$ cat src/rtl/fetch_sequencer.sv
`default_nettype none
// +--------------------------------------------------------------------------+
// | Module   : fetch_sequencer                                               |
// | Brief    : Program counter and byte-serial fetch that assembles 32-bit   |
// |            little-endian instruction words for the Control_Unit.         |
// | Revision : 1.0                                                           |
// +--------------------------------------------------------------------------+
module fetch_sequencer #(
    parameter int MEM_DATA_LENGTH = 8,
    parameter int WORD_SIZE       = 4 * MEM_DATA_LENGTH,
    parameter int MEM_LENGTH      = 64,
    parameter int ADDR_WIDTH      = $clog2(MEM_LENGTH)
) (
    input  logic                       clk,
    input  logic                       rst,
    input  logic                       start,
    output logic [ADDR_WIDTH-1:0]      mem_addr,
    input  logic [MEM_DATA_LENGTH-1:0] mem_rdata,
    output logic [WORD_SIZE-1:0]       instr,
    output logic                       instr_valid,
    input  logic                       instr_ready,
    output logic [ADDR_WIDTH-1:0]      pc,
    input  logic                       redirect,
    input  logic [ADDR_WIDTH-1:0]      redirect_addr,
    output logic                       busy
);

    typedef enum logic [1:0] {
        S_IDLE  = 2'd0,
        S_FETCH = 2'd1,
        S_VALID = 2'd2
    } state_t;

    localparam logic [2:0] C_LAST_BEAT = 3'd4;

    state_t                  r_state_q, w_state_d;
    logic [2:0]              r_beat_q,  w_beat_d;
    logic [ADDR_WIDTH-1:0]   r_pc_q,    w_pc_d;
    logic [WORD_SIZE-1:0]    r_instr_q, w_instr_d;
    logic                    w_unused_redirect_lsbs;

    assign w_unused_redirect_lsbs = ^redirect_addr[1:0];

    always_ff @(posedge clk) begin
        if (!rst) begin
            r_state_q <= S_IDLE;
            r_beat_q  <= 3'd0;
            r_pc_q    <= '0;
            r_instr_q <= '0;
        end else begin
            r_state_q <= w_state_d;
            r_beat_q  <= w_beat_d;
            r_pc_q    <= w_pc_d;
            r_instr_q <= w_instr_d;
        end
    end

    always_comb begin
        w_state_d = r_state_q;
        w_beat_d  = r_beat_q;
        w_pc_d    = r_pc_q;
        w_instr_d = r_instr_q;
        case (r_state_q)
            S_IDLE: begin
                if (start) begin
                    w_state_d = S_FETCH;
                    w_beat_d  = 3'd0;
                    w_pc_d    = '0;
                end
            end
            S_FETCH: begin
                // Byte requested in beat k-1 arrives during beat k.
                for (int k = 0; k < 4; k++) begin
                    if (r_beat_q == 3'(k + 1)) begin
                        w_instr_d[MEM_DATA_LENGTH*k +: MEM_DATA_LENGTH] = mem_rdata;
                    end
                end
                if (r_beat_q == C_LAST_BEAT) begin
                    w_state_d = S_VALID;
                    w_beat_d  = 3'd0;
                end else begin
                    w_beat_d = r_beat_q + 3'd1;
                end
            end
            S_VALID: begin
                if (instr_ready) begin
                    w_pc_d    = r_pc_q + ADDR_WIDTH'(4);
                    w_state_d = S_FETCH;
                    w_beat_d  = 3'd0;
                end
            end
            default: begin
                w_state_d = S_IDLE;
                w_beat_d  = 3'd0;
            end
        endcase

        // Redirect overrides any handshake or capture in progress.
        if (redirect && (r_state_q != S_IDLE)) begin
            w_state_d = S_FETCH;
            w_beat_d  = 3'd0;
            w_pc_d    = {redirect_addr[ADDR_WIDTH-1:2], 2'b00};
            w_instr_d = r_instr_q;
        end
    end

    assign mem_addr    = ((r_state_q == S_FETCH) && (r_beat_q != C_LAST_BEAT))
                         ? (r_pc_q + ADDR_WIDTH'(r_beat_q)) : r_pc_q;
    assign instr       = r_instr_q;
    assign pc          = r_pc_q;
    assign instr_valid = (r_state_q == S_VALID);
    assign busy        = (r_state_q != S_IDLE);

endmodule
`default_nettype wire

$ cat config.mk
export PLATFORM = sky130hd
export DESIGN_NAME = fetch_sequencer
export DESIGN_NICKNAME = d
export VERILOG_FILES = /design/src/rtl/fetch_sequencer.sv
export SDC_FILE = /design/constraint.sdc
export NUM_CORES = 1
export LEC_CHECK = 0
export CORE_MARGIN = 3
export CORE_UTILIZATION = 49
export DETAILED_ROUTE_END_ITERATION = 10
export GPL_TIMING_DRIVEN = 1
export PLACE_DENSITY = 0.84
export SLEW_MARGIN = 10
export SYNTH_ARGS = -nofsm -noshare
export SYNTH_HDL_FRONTEND = slang
export SYNTH_SLANG_ARGS = --single-unit
export TNS_END_PERCENT = 5
$ cat constraint.sdc
create_clock -name clk -period 3.4 [get_ports clk]
set_input_delay 0.34 -clock clk [delete_from_list [all_inputs] [get_ports clk]]
set_output_delay 0.34 -clock clk [all_outputs]
set_load 0.05 [all_outputs]
Word-level counts from Yosys, hierarchy flattened

Cells that the tools add are included.

Output and inout port bits: 46
Word-level logic and storage cells: 57
Bits of input ports: 19
Register bits: 43

Eq/ne operators: 13
Reduce and logical (&&, ||, !) cells: 16
Add/sub/neg operators: 3
Multiplexer cells: 14
Bitwise gates (word level): 2

Operators with widths:

| kind                                                   | count |
|---|---|
| two-way mux 6 bit                                      | 4 |
| AND reduction 3 bit                                    | 8 |
| case mux 6 bit (2 select lines)                        | 1 |
| two-way mux 3 bit                                      | 3 |
| inequality test 3 bit (second input constant)          | 3 |
| case mux 3 bit (3 select lines)                        | 1 |
| adder 6 x 3 -> 6 bit                                   | 1 |
| adder 6 x 3 -> 6 bit (second input constant)           | 1 |
| == test 3 x 2 -> 1 bit (second input constant)         | 2 |
| two-way mux 2 bit                                      | 3 |
| case mux 2 bit (3 select lines)                        | 1 |
| inequality test 2 bit (second input constant)          | 2 |
| nonzero test 2 bit                                     | 2 |
| adder 3 x 1 -> 3 bit (second input constant)           | 1 |
| == test 3 x 1 -> 1 bit (second input constant)         | 1 |
| == test 3 bit (second input constant)                  | 1 |
| inequality test 3 x 1 -> 1 bit (second input constant) | 1 |
| nonzero test 3 bit                                     | 1 |
| == test 2 x 1 -> 1 bit (second input constant)         | 1 |
| == test 2 bit (second input constant)                  | 1 |
| logical AND 1 bit                                      | 2 |
| zero test 2 bit                                        | 1 |
| inequality test 2 x 1 -> 1 bit (second input constant) | 1 |
| NOT 1 bit                                              | 2 |
| other kinds (3)                                        | 3 |

Logic depth before layout (Yosys ltp)

Word-level depth: 4
Depth in mapped cells: 7
Mapped depth without buffers: 6

Least setup slack after synthesis

Ideal clock, no wire load.

Kind: register to output
Start: register r_pc_q[0], in the netlist pc[0]
End: output port mem_addr[2]
Stages on the path, launching flop included: 6
Arrival: 2560 ps
Data required time: 3060 ps
Slack: 500 ps
Path buffers: 0
Cell sequence: dfxtp_1 ha_1 inv_1 fa_1 xor2_1 o21ai_0

Cells in the longest elaborated chain, start to end: 2

Ends and longest elaborated chain:

| element                | RTL line | text |
|---|---|---|
| start, declared        | 38       | `logic [ADDR_WIDTH-1:0] r_pc_q, w_pc_d;` |
| start signal, assigned | 53       | `r_pc_q <= w_pc_d;` |
| adder 6 x 3 -> 6 bit   | 108      | `? (r_pc_q + ADDR_WIDTH'(r_beat_q)) : r_pc_q;` |
| two-way mux 6 bit      | 108      |  |
| end, declared          | 17       | `output logic [ADDR_WIDTH-1:0] mem_addr,` |

Every way passes these cells.

Worst setup path in the final report

Start: register r_beat_q[0]
End: output port mem_addr[4]

Cells in the longest elaborated chain, start to end: 3
Elaborated cells between the ends (all ways): 4
Those cells by class: add/sub (1); eq/ne (1); mux (1); reduce/logical (1)

Ends and longest elaborated chain:

| element                                                      | RTL line | text |
|---|---|---|
| start, declared                                              | 37       | `logic [2:0] r_beat_q, w_beat_d;` |
| start signal, assigned                                       | 52       | `r_beat_q <= w_beat_d;` |
| branches (longest 2 deep; another with adder 6 x 3 -> 6 bit) | -        |  |
| two-way mux 6 bit *                                          | 108      |  |

Every way passes the cells marked *.

==> reports/summary.md <==
• transition at the pin with the smallest max-transition slack: 0.906 ns
• synthesized area: 2000 um^2
• sequential area share after synthesis: 0.431
• count of inserted antenna diode cells: 0
• Max Transition Viols Final: 0
• dominant combinational cell family by area after synthesis: simple AND/OR/NAND/NOR gates
• area taken by multi-input logic gates: 1040 um^2
• synthesized-area fraction occupied by xor and xnor cells: 0.0176
• share of flip-flops with an asynchronous set or reset after synthesis: 0
• cells resized by post-CTS repair: 0
• R2R setup slack: 1.65 ns
• initial antenna violation count: 0
• via count of the first global-routing pass: 1748
• worst endpoint data arrival time: 2.59 ns
• remaining antenna violation count after routing: 0
• Synthesized Nets: 253
• kind of capture point of the worst setup path: primary output
• mean instance size in the synthesized netlist: 8.91 um^2
• RR Endpoint: instr[19]$_SDFFE_PN0P_
• total routed wirelength: 4660 um
• ratio of routed vias to standard cells: 5.43
• Root Buffer Master: clkbuf_8
• multiplexer share of the synthesized area: 0.0853
• initial core utilization: 0.525
• number of levels the H-tree was split into: 2
• crit path launch: r_beat_q[0]$_SDFFE_PP0P_
• site row count: 22
• Hold Path Sink: instr[12]$_SDFFE_PN0P_
• number of sinks driven by the clock tree: 43
• post-synth cell types: 43
• endpoints failing setup: 0
• Net Switching: 0.000304 W
• largest cells by area after synthesis: dfxtp_1 (43%), mux2i_1 (8.5%), ha_1 (5.6%)
• category of the most critical setup path: reg -> out
• Congestion Overflow GR: 0
• DR DRC count: 0
• crit-path max FO: 5
• Die Y-Extent: 69.8 um
• path category of the worst min-delay check: reg -> reg
• static leakage: 0.948 nW
• clock transition at the register clock pins on the worst setup and hold paths after CTS: 0.07 ns
• complex-gate fraction of the synthesized area: 0.133
• number of search-and-repair iterations in the first detailed-routing pass: 4
• PwrDens: 384 nW/um^2
• final count of hold timing violations: 0
• share of Yosys cell area claimed by the top area cell type: 0.431
• part of the total power dissipated in the clock network: 0.291
• half-perimeter wire length of the detailed placement result: 3490 um
• startpoint of the lowest-slack hold path: instr[12]$_SDFFE_PN0P_
• fill cell count: 325
• Iteration-0 DRC Markers: 108
• worst-skew pair later-pin latency: 0.29 ns
• CTS tree: built
• number of synthesized flops with an enable pin: 0
• count of input and output buffers: 62
• pin count of the biggest net entering global routing: 36
• total via count after detailed routing: 1808
• switch share: 0.292
• maximum clock skew at final layout: 0.00389 ns
• Crit Reg-Reg Startpoint: r_state_q[0]$_SDFFE_PN0P_
• Routability Congestion: 0.855
• number of post-CTS setup repair buffers: 0
• global-route wire length before repair: 7800 um
• sequential cell area: 861 um^2
• sequential power share: 0.515
• result of the run: complete, no violations
• part of the power in combinational logic: 0.193
• number of cells on the worst reg-to-reg path: 4
• post-synthesis cell count: 224
• die width: 69.8 um
• fraction of layout cells with a size suffix above 1: 0.0386
• sum of negative setup slack: 0 ns
• Achievable Freq: 341 MHz
• core outline area: 3800 um^2
• count of max-cap constraint violations: 0
• minimum clock period after layout: 2.93 ns
• crit start category: register
• internal portion of total power: 0.000736 W
• Max IR drop VDD: 0.000239 V
• Slew HR: 0.392
• Seq cells post-synth: 43
• CTS Buffer Depth: 2
• TritonCTS buffer count: 5
• portion of the clock cycle consumed by the worst path in the final layout: 0.862
• number of warnings printed during yosys synthesis: 0
• Wirelength per Cell: 14.0 um
• boundary pin count: 65
• Die Footprint: 4870 um^2
• Total Routing Usage GR: 0.198
• final-stage net count: 313
• critical path required time: 3.06 ns
• total chip power: 0.00104 W
• arithmetic-cell share of the synthesized area counting full adders, half adders and majority gates: 0.0665
• basic-gate share of the synthesized area counting and, or, nand and nor cells: 0.218
• Top FF cell, synth: dfxtp_1
• setup repair after global routing missed its margin: false
• post-synthesis to final-layout area growth: 35.5%
• Hold Buf Count CTS: 0
• Hold Path Cell Cnt: 2
• dominant cell type by area after synthesis: dfxtp_1
-- area by class of cell --
cell class                      count  area share
Inverter                            8      0.0111
Tap cell                           48      0.0222
Sequential cell                    43       0.318
Clock buffer                        7      0.0282
Clock inverter                      1     0.00185
Multi-Input combinational cell    162       0.383
Timing Repair Buffer               64       0.235
-- power groups by stage --
stage	Clock (W)	Combinational (W)	Sequential, W
finish	0.000303	0.000201	0.000536
global placement	0	0.000197	0.000547
detailed placement	0	0.000201	0.000547
CTS	0.000315	0.000202	0.000536
global route	0.000336	0.000215	0.000538
floorplan	0	0.000116	0.000561
-- per-stage QoR --
stage / instance area [um^2] / setup WS (ns) / std cells / util / hold WS, ns
after floorplan: 2000 / 0.500 / 224 / - / 0.458
after global placement: 2620 / 0.819 / 325 / 0.691 / 0.442
after detailed placement: 2620 / 0.794 / 325 / 0.691 / 0.447
after CTS: 2710 / 0.438 / 333 / 0.712 / 0.458
after global routing: 2710 / 0.297 / 333 / 0.712 / 0.481
final: 2710 / 0.470 / 333 / 0.712 / 0.455
-- routing by layer --
layer | global-route usage | vias to the layer above | share of wire
met4 | 0.0894 | 0 | 0.020
met1 | 0.235 | 834 | 0.46
met2 | 0.331 | 69 | 0.46
li1 | - | 896 | -
met3 | 0.0551 | 9 | 0.065
met5 | 0 | - | 0
-- critical path: stages, from the launching register on --
cell and delay, ns:
dfxtp_1 0.43, ha_1 0.21, inv_1 0.05, fa_1 0.39, nor2b_1 0.12, o211ai_1 0.11, xnor2_1 0.16, clkdlybuf4s50_1 0.82
-- sequential cells by signal (all words and copies together) (netlist names) --
signal     flops
instr         32
r_state_q      2
r_beat_q       3
pc             6
-- synth_stat cells, types with 3 or more instances --
| master | count |
|---|---|
| and2_1 | 4 |
| nand3_1 | 19 |
| a21oi_1 | 20 |
| nor2b_1 | 6 |
| buf_4 | 4 |
| clkbuf_1 | 3 |
| ha_1 | 9 |
| o21ai_0 | 3 |
| dfxtp_1 | 43 |
| nor2_1 | 24 |
| mux2i_1 | 17 |
| nand2_1 | 27 |
| inv_1 | 7 |
-- worst max-delay path by stage --
| stage | to | depth (start not counted) | slack [ns] |
|---|---|---|---|
| floorplan | mem_addr[2] | 5 | 0.50 |
| global placement | mem_addr[4] | 7 | 0.82 |
| detailed placement | mem_addr[4] | 7 | 0.79 |
| CTS | mem_addr[4] | 7 | 0.44 |
| global route | mem_addr[4] | 7 | 0.30 |
| finish | mem_addr[4] | 7 | 0.47 |
-- layout by cell type (no fill, tap or decap), types with 2 or more instances in the layout --
master / count
o211ai_1: 2
o21ai_0: 3
nor2_1: 24
clkbuf_1: 2
a211oi_1: 2
xnor2_1: 2
clkbuf_8: 5
a22oi_1: 2
inv_1: 7
dfxtp_1: 43
a31oi_1: 2
nand3_1: 19
a21oi_1: 20
ha_1: 9
nand2_1: 27
xor2_1: 2
mux2i_1: 17
a311oi_1: 2
clkdlybuf4s50_1: 62
and2_1: 4
nor2b_1: 6
buf_4: 2
-- logic make-up after synthesis --
kind of cell,Yosys count
AND/OR/NAND/NOR,89
flip-flops,43
AO/OA/AOI/OAI,42
buffers and inverters,19
multiplexers,17
adder cells (fa/ha/maj),10
XOR/XNOR,4
Power figures use the tool's default switching activity.
